<file path="config.mk">
export PLATFORM = sky130hd
export DESIGN_NAME = imm_extend_pipe
export DESIGN_NICKNAME = d
export VERILOG_FILES = /design/src/rtl/imm_extend_pipe.sv
export SDC_FILE = /design/constraint.sdc
export NUM_CORES = 1
export LEC_CHECK = 0
export BUFFER_PORTS_ARGS = -buffer_cell sky130_fd_sc_hd__clkbuf_2
export CAP_MARGIN = 40
export CORE_MARGIN = 3
export CORE_UTILIZATION = 60
export CTS_CLUSTER_DIAMETER = 100
export DETAILED_ROUTE_END_ITERATION = 8
export GPL_ROUTABILITY_DRIVEN = 0
export PLACE_DENSITY = 0.87
export SYNTH_ARGS = -nofsm -noshare
export SYNTH_HDL_FRONTEND = slang
export SYNTH_SLANG_ARGS = --single-unit
</file>
<file path="constraint.sdc">
create_clock -name clk -period 4.9 [get_ports clk]
set_input_delay 0.245 -clock clk [delete_from_list [all_inputs] [get_ports clk]]
set_output_delay 0.245 -clock clk [all_outputs]
set_load 0.01 [all_outputs]
</file>
<file path="src/rtl/imm_extend_pipe.sv">
// Immediate generator: extracts/extends the immediate of a 32-bit instruction
// and queues the result in a 2-entry skid FIFO with valid/ready on both sides.
module imm_extend_pipe #(
  parameter int unsigned DATA_W   = 64,
  parameter int unsigned BR_SHIFT = 2
) (
  input  logic              clk,
  input  logic              reset,
  input  logic              flush,
  input  logic              in_valid,
  output logic              in_ready,
  input  logic [31:0]       instr,
  input  logic [2:0]        mode,
  output logic              out_valid,
  input  logic              out_ready,
  output logic [DATA_W-1:0] imm,
  output logic              illegal
);

  localparam int unsigned EXT_W = 64;
  localparam int unsigned CNT_W = 2;

  logic [EXT_W-1:0]  ext_c;
  logic              ill_c;
  logic [DATA_W-1:0] new_imm_c;
  logic              push_c;
  logic              pop_c;
  logic              unused_c;

  logic [CNT_W-1:0]  count_q, count_d;
  logic              in_ready_q, in_ready_d;
  logic              out_valid_q, out_valid_d;
  logic [DATA_W-1:0] head_imm_q, head_imm_d;
  logic              head_ill_q, head_ill_d;
  logic [DATA_W-1:0] skid_imm_q, skid_imm_d;
  logic              skid_ill_q, skid_ill_d;

  // Field extraction and extension at full 64-bit width, truncated afterwards.
  always_comb begin
    ext_c = '0;
    ill_c = 1'b0;
    unique case (mode)
      3'd0: ext_c = EXT_W'(instr[21:10]);
      3'd1: ext_c = {{(EXT_W-9){instr[20]}}, instr[20:12]};
      3'd2: ext_c = {{(EXT_W-26){instr[25]}}, instr[25:0]} << BR_SHIFT;
      3'd3: ext_c = {{(EXT_W-19){instr[23]}}, instr[23:5]} << BR_SHIFT;
      3'd4: ext_c = EXT_W'(instr[20:5]) << {instr[22:21], 4'b0000};
      3'd5: ext_c = EXT_W'(instr[15:10]);
      default: ill_c = 1'b1;
    endcase
  end

  assign new_imm_c = ext_c[DATA_W-1:0];
  assign unused_c  = ^{instr[31:26], ext_c};

  assign push_c = in_valid && in_ready_q;
  assign pop_c  = out_valid_q && out_ready;

  // Occupancy and entry movement; head entry drives the outputs directly.
  always_comb begin
    count_d    = count_q;
    head_imm_d = head_imm_q;
    head_ill_d = head_ill_q;
    skid_imm_d = skid_imm_q;
    skid_ill_d = skid_ill_q;
    if (flush) begin
      count_d = '0;
    end else begin
      unique case ({push_c, pop_c})
        2'b10: begin
          if (count_q == CNT_W'(0)) begin
            head_imm_d = new_imm_c;
            head_ill_d = ill_c;
            count_d    = CNT_W'(1);
          end else begin
            skid_imm_d = new_imm_c;
            skid_ill_d = ill_c;
            count_d    = CNT_W'(2);
          end
        end
        2'b01: begin
          if (count_q == CNT_W'(2)) begin
            head_imm_d = skid_imm_q;
            head_ill_d = skid_ill_q;
            count_d    = CNT_W'(1);
          end else begin
            count_d = '0;
          end
        end
        2'b11: begin
          head_imm_d = new_imm_c;
          head_ill_d = ill_c;
        end
        default: ;
      endcase
    end
    in_ready_d  = (count_d != CNT_W'(2));
    out_valid_d = (count_d != CNT_W'(0));
  end

  always_ff @(posedge clk or negedge reset) begin
    if (!reset) begin
      count_q     <= '0;
      in_ready_q  <= 1'b0;
      out_valid_q <= 1'b0;
      head_imm_q  <= '0;
      head_ill_q  <= 1'b0;
      skid_imm_q  <= '0;
      skid_ill_q  <= 1'b0;
    end else begin
      count_q     <= count_d;
      in_ready_q  <= in_ready_d;
      out_valid_q <= out_valid_d;
      head_imm_q  <= head_imm_d;
      head_ill_q  <= head_ill_d;
      skid_imm_q  <= skid_imm_d;
      skid_ill_q  <= skid_ill_d;
    end
  end

  assign in_ready  = in_ready_q;
  assign out_valid = out_valid_q;
  assign imm       = head_imm_q;
  assign illegal   = head_ill_q;

endmodule

</file>
==> metrics.json, run 1 <==
{
  "die": {
    "die_span_in_y_um": 116,
    "core-area_mm2": 0.0116,
    "die_w_um": 116,
    "start_util_pct": 62.3,
    "ioPinCount": 107,
    "die_area_mm2": 0.0134,
    "floorplan.rows": 39
  },
  "routing": {
    "post_drt_via_cell_ratio": 6.88,
    "postRouteWirelength_mm": 19.8,
    "via_count": 6262,
    "antenna_left": 0,
    "detailedRoute.firstIterationViolations": 656,
    "post-route-drc-count": 0,
    "detail_route.first_pass.iterations": 6,
    "wl_per_cell_um": 21.8
  },
  "critical_path": {
    "master_of_the_slowest_instance_on_the_critical_path": "sky130_fd_sc_hd__o21a_1",
    "timing.critical_path.required_ps": 5210,
    "path_max_fanout": 46,
    "timing.reg2reg.setup_slack_ps": 2100,
    "reg2reg_depth": 7,
    "cells_along_the_critical_path": "and2_1 -> inv_1 -> ha_1 -> o21a_1 -> nand2_2 -> buf_12 -> mux2_2",
    "setup.worst_path.end": "imm[11]",
    "path_class": "flop to flop",
    "worst-endpoint-arrival_ps": 3110,
    "critPathCaptureType": "flop",
    "startpoint": "out_valid",
    "worstReg2RegStart": "out_valid",
    "worst_path_largest_cell_delay_ps": 780,
    "start_kind": "flop",
    "crit-reg2reg-capture": "imm[11]"
  },
  "sta": {
    "final.period_utilization_pct": 57.2,
    "slew_headroom_pct": 36.7,
    "achievable-frequency_mhz": 357,
    "setup_repair_after_global_routing_missed_its_margin": "no",
    "hold_slack_ps": 70.0,
    "finClkSkew_ps": 6.80,
    "tightest_slew_ps": 949,
    "timing.setup.tns_ps": 0,
    "final_critical_delay_including_setup_and_external_delays_ps": 2800,
    "finalSetupViolations": 0,
    "final-max-slew-violation-count": 0,
    "hold_viol_final": 0
  },
  "placement": {
    "detailedPlacementHpwl_mm": 12.5,
    "placedCellCount": 877,
    "portBuffers": 100,
    "placement.cell_area_mm2": 0.00769
  },
  "global_routing": {
    "grt_start_max_net_pins": 65,
    "antenna_violations_before_repair": 0,
    "global_route.usage.total_pct": 30.7,
    "grt_overflow_total": 0,
    "grt_pass1_vias": 6160,
    "grt_first_pass_wirelength_mm": 31.9
  },
  "flow_run": {
    "drv.max_cap_violation_count": 0
  },
  "logic_synthesis": {
    "cell_area_after_synthesis_mm2": 0.00724,
    "number_of_enable_flip_flop_cells_after_synthesis": 0,
    "basic_gate_share_of_the_synthesized_area_counting_and_or_nand_and_nor_cells_pct": 9.68,
    "synthesis.nets": 746,
    "synth-adder-area-share_pct": 0.346,
    "netlist-cell-type-count": 50,
    "dominantRegCellSynth": "sky130_fd_sc_hd__dfrtp_1",
    "synth_cells": 704,
    "yosys_warnings": 0,
    "synthesis.area_per_instance_um2": 10.3,
    "yosys.area_share.xor_xnor_pct": 0,
    "synth.yosys.seq_area_share_pct": 46.3,
    "post_synth_mux_area_share_pct": 9.46,
    "ys_seq_elements": 134,
    "synth_compound_area_share_pct": 28.2,
    "async_set_or_reset_flop_fraction_in_the_synthesized_netlist_pct": 100,
    "largest_family_of_logic_cells_by_synthesized_area": "compound AO/OA/AOI/OAI gates"
  },
  "clocking": {
    "cts_tree": "yes",
    "clk_pin_slew_ps": 60,
    "ctsHtreeMaxLevel": 4,
    "cts-root-buf": "sky130_fd_sc_hd__clkbuf_16",
    "tritoncts.num_buffers": 17,
    "insertion_delay_ps": 430,
    "cts.path.max_buffers": 2,
    "cts_num_sinks": 134,
    "post-cts-setup-buffers": 0
  },
  "cells_and_area": {
    "antenna-diode-count": 0,
    "final-instance-count-excl-fill": 910,
    "layout-area-overhead-vs-synth_pct": 14.6,
    "layout-drive-gt1-share_pct": 27.1,
    "final_design_area_excluding_fillers_mm2": 0.00830,
    "layout_nets": 796,
    "finalCoreUtilization_pct": 71.4
  },
  "hold_path": {
    "worst_hold_startpoint": "flush",
    "hold_path.class": "input pin to flop"
  },
  "power": {
    "irDropWorstVdd_v": 0.000286,
    "cellPowerDensity_mw_per_mm2": 455,
    "power_leakage_nw": 3.85
  },
  "run_status": {
    "run_status": "complete, no violations"
  }
}
-- power breakdown --
part	internal, W	switching [W]	leakage, nW	total [W]
clock	0.000767	0.000509	0.272	0.00128
combinational	0.000417	0.000480	1.80	0.000897
sequential	0.00142	0.000180	1.78	0.00160
-- cell families after synthesis --
family | after synthesis
compound gates | 287
simple gates | 135
flops | 134
buf+inv | 90
mux | 56
fa+ha+maj | 2
-- layer usage --
layer	wire (um)	vias to the layer above	track usage, %
met5	0	-	0
met4	777	0	13.6
met3	1930	66	8.30
met2	9470	408	48.4
met1	7650	3011	40.0
li1	-	2777	-
-- state kept, by name, indices dropped and copies added, names as in the netlist --
signal      flops
in_ready        1
skid_ill_q      1
out_valid       1
count_q         2
imm            64
illegal         1
skid_imm_q     64
-- what timing repair did --
item / 4_1_cts / 5_1_grt
resized for setup: 0 / 0
endpoints found under the setup margin: 0 / 0
hold endpoints to repair: 63 / 0
hold buffers: 1 / 0
-- cell usage after synthesis, drive strengths merged (4+ instances only) --
cell type,count,area share [%]
clkbuf,52,2.7
a21oi,21,1.5
a311oi,5,0.61
o211a,10,1.4
and3,4,0.35
mux2,46,7.2
and2,4,0.35
nor2b,7,0.71
o21ai,92,6.4
o211ai,23,2.5
nor2,17,0.88
a22oi,11,1.2
dfrtp,134,46
nand3,39,2.7
a2111oi,5,0.61
mux4,5,1.6
mux2i,5,0.69
a22o,37,4.5
inv,6,0.31
a211oi,16,1.7
nand2,39,2.1
nand4,11,0.95
a2bb2oi,40,4.8
buf,32,3.0
nand2b,7,0.61
a31oi,4,0.35
o31ai,12,1.2
-- layout by cell type (no fill, tap or decap), types with 6 or more instances in the layout --
cell                        Yosys  layout
sky130_fd_sc_hd__dfrtp_1      134     134
sky130_fd_sc_hd__clkbuf_2       0      99
sky130_fd_sc_hd__o21ai_0       90      90
sky130_fd_sc_hd__mux2_2        45      45
sky130_fd_sc_hd__a2bb2oi_1     40      40
sky130_fd_sc_hd__nand3_1       39      39
sky130_fd_sc_hd__nand2_1       38      38
sky130_fd_sc_hd__a22o_1        37      37
sky130_fd_sc_hd__o211ai_1      22      22
sky130_fd_sc_hd__a21oi_1       21      21
sky130_fd_sc_hd__nor2_1        17      17
sky130_fd_sc_hd__clkbuf_16      0      17
sky130_fd_sc_hd__a211oi_1      16      16
sky130_fd_sc_hd__o31ai_1       12      12
sky130_fd_sc_hd__nand4_1       11      11
sky130_fd_sc_hd__a22oi_1       10      10
sky130_fd_sc_hd__o211a_1       10      10
sky130_fd_sc_hd__buf_4          6      10
sky130_fd_sc_hd__nand2b_1       7       7
sky130_fd_sc_hd__nor2b_1        6       6
-- how the worst min path moves through the flow --
stage,to,slack (ps),cells past startpoint
2_1_floorplan,count_q[0],-50,0
3_3_place_gp,out_valid,360,1
3_5_place_dp,imm[6],380,1
4_1_cts,count_q[1],60,2
5_1_grt,count_q[1],70,2
6_report,count_q[1],70,2
-- metrics by stage --
stage          setup slack, ps  total power [W]
6_report                  2100          0.00377
5_1_grt                   1890          0.00395
4_1_cts                   2150          0.00378
3_5_place_dp              2040          0.00250
3_3_place_gp              1800          0.00242
2_1_floorplan             2780          0.00217
-- layout make-up --
cell class	instances	area [um^2]
inverter	6	22.5
timing repair buffer	115	683
multi-input combinational	480	3470
clock inverter	13	150
clock buffer	19	443
tap	143	179
sequential	134	3350
fill	818	3320
-- worst max-delay path: cells and delay by family (launching register included) --
kind            cells  cell delay, ps
mux                 1             290
flops               1             370
compound gates      1             780
simple gates        2             520
fa+ha+maj           1             340
buf+inv             2             350
(Power assumes the default switching activity.)
==> run 2: changes to the inputs <==
Settings changed: CORE_UTILIZATION 60 to 52, PLACE_DENSITY 0.87 to 0.81.
Clock period 4.9 ns to 2.3 ns, I/O delays scaled along.
==> metrics.json, run 2 (synthesized netlist as in run 1, its figures left out) <==
{
  "run_status": {
    "run_status": "complete, no violations"
  },
  "flow_run": {
    "drv.max_cap_violation_count": 0
  },
  "routing": {
    "wl_met1_mm": 8.01,
    "wl_per_cell_um": 21.1,
    "routed-wl-met2_mm": 9.60,
    "via_count": 6321,
    "topRoutingLayerUsed": "met4",
    "post-route-drc-count": 0,
    "detail_route.first_pass.iterations": 6,
    "antenna_left": 0,
    "post_drt_via_cell_ratio": 6.60,
    "postRouteWirelength_mm": 20.2,
    "detailedRoute.firstIterationViolations": 687,
    "routed-wl-met3_mm": 2.09
  },
  "global_routing": {
    "grt_start_max_net_pins": 76,
    "grt_first_pass_wirelength_mm": 31.9,
    "grt_overflow_total": 0,
    "global_route.usage.total_pct": 26.9,
    "antenna_violations_before_repair": 0,
    "grt_pass1_vias": 6179
  },
  "power": {
    "power_w": 0.00777,
    "power_leakage_nw": 3.94,
    "irDropWorstVdd_v": 0.000543,
    "cellPowerDensity_mw_per_mm2": 921
  },
  "hold_path": {
    "hold_path.class": "input pin to async pin"
  },
  "clocking": {
    "cts.path.max_buffers": 2,
    "clk_pin_slew_ps": 60,
    "cts_num_sinks": 134,
    "insertion_delay_ps": 430,
    "tritoncts.num_buffers": 17,
    "ctsHtreeMaxLevel": 4,
    "cts_tree": "yes",
    "cts-root-buf": "sky130_fd_sc_hd__clkbuf_16"
  },
  "cells_and_area": {
    "layout_nets": 812,
    "mostFrequentLayoutCell": "sky130_fd_sc_hd__dfrtp_1",
    "layout-drive-gt1-share_pct": 28.5,
    "antenna-diode-count": 0,
    "layout-area-overhead-vs-synth_pct": 16.5,
    "final_cell_mix": "sky130_fd_sc_hd__dfrtp_1, sky130_fd_sc_hd__clkbuf_2, sky130_fd_sc_hd__o21ai_0",
    "final_design_area_excluding_fillers_mm2": 0.00843
  },
  "die": {
    "core-area_mm2": 0.0134,
    "ioPinCount": 107,
    "floorplan.rows": 42,
    "die_area_mm2": 0.0154,
    "start_util_pct": 54.0,
    "die_span_in_y_um": 124,
    "die_w_um": 124
  },
  "sta": {
    "hold_viol_final": 0,
    "tightest_slew_ps": 580,
    "timing.setup.tns_ps": 0,
    "slew_headroom_pct": 60.4,
    "hold_slack_ps": 159,
    "final.period_utilization_pct": 91.7,
    "setup_repair_after_global_routing_missed_its_margin": "no",
    "finClkSkew_ps": 13.5,
    "final-max-slew-violation-count": 0,
    "achievable-frequency_mhz": 474,
    "finalSetupViolations": 0,
    "final_critical_delay_including_setup_and_external_delays_ps": 2110
  },
  "critical_path": {
    "worstReg2RegStart": "out_valid",
    "timing.critical_path.required_ps": 2660,
    "reg2reg_depth": 8,
    "worst-endpoint-arrival_ps": 2460,
    "path_class": "flop to flop",
    "crit-reg2reg-capture": "imm[36]",
    "path_max_fanout": 29,
    "cells_along_the_critical_path": "and2_1 -> ha_1 -> buf_4 -> buf_4 -> nor2_1 -> nor3_2 -> buf_12 -> a22o_1",
    "crit_top_cell": "sky130_fd_sc_hd__buf_4",
    "critPathCaptureType": "flop",
    "worst_path_largest_cell_delay_ps": 340,
    "timing.reg2reg.setup_slack_ps": 190,
    "critical_path_buf_inv_count": 3,
    "master_of_the_slowest_instance_on_the_critical_path": "sky130_fd_sc_hd__dfrtp_1",
    "start_kind": "flop",
    "critical_path.top_delay_family": "buffers and inverters"
  },
  "placement": {
    "detailedPlacementHpwl_mm": 13.3,
    "portBuffers": 100,
    "placement.cell_area_mm2": 0.00788
  }
}
run 2: worst max-delay path by stage:
| stage | from | end | slack (ps) | cells past startpoint |
|---|---|---|---|---|
| after floorplan | out_valid | imm[44] | 180 | 9 |
| after global placement | out_valid | imm[24] | 250 | 8 |
| after detailed placement | out_valid | imm[1] | 130 | 8 |
| after CTS | out_valid | imm[1] | 70 | 8 |
| after global routing | out_valid | imm[7] | 100 | 8 |
| final | out_valid | imm[36] | 190 | 8 |
run 2: repair_timing:
| action | 4_1_cts | 5_1_grt |
|---|---|---|
| endpoints found under the hold margin | 31 | 0 |
| hold buffers | 2 | 0 |
| endpoints found under the setup margin | 0 | 6 |
| buffers inserted | 0 | 0 |
| resized for setup | 0 | 1 |
run 2: power by group:
part | internal (W) | switching, W | leakage (nW)
logic | 0.000924 | 0.00101 | 1.89
registers | 0.00303 | 0.000386 | 1.78
clock network | 0.00144 | 0.000981 | 0.268
total | 0.00539 | 0.00238 | 3.94
run 2: cell type report:
type	count	area [um^2]
Fill cell	1024	4970
Multi-Input combinational cell	480	3470
Sequential cell	134	3350
Timing Repair Buffer	131	841
Clock buffer	21	470
Tap cell	176	220
Clock inverter	10	56.3
Inverter	6	22.5
run 2: per-stage QoR:
| step | instances | setup slack, ps | utilization [%] |
|---|---|---|---|
| 5_1_grt | 958 | 102 | 62.9 |
| 4_1_cts | 958 | 74.1 | 62.9 |
| 3_3_place_gp | 925 | 253 | 58.8 |
| 3_5_place_dp | 925 | 126 | 58.8 |
| 2_1_floorplan | 704 | 177 | - |
| 6_report | 958 | 191 | 62.9 |
run 2: worst register-to-register path, cell delays in order (launching register included):
cell and delay [ps]:
sky130_fd_sc_hd__dfrtp_1 340, sky130_fd_sc_hd__and2_1 190, sky130_fd_sc_hd__ha_1 210, sky130_fd_sc_hd__buf_4 220, sky130_fd_sc_hd__buf_4 300, sky130_fd_sc_hd__nor2_1 120, sky130_fd_sc_hd__nor3_2 240, sky130_fd_sc_hd__buf_12 230
sky130_fd_sc_hd__a22o_1 190
run 2: layer usage:
metal,track usage (%),vias to the layer above
li1,-,2804
met1,36.0,3099
met2,41.9,366
met3,7.31,52
met4,10.7,0
met5,0,-
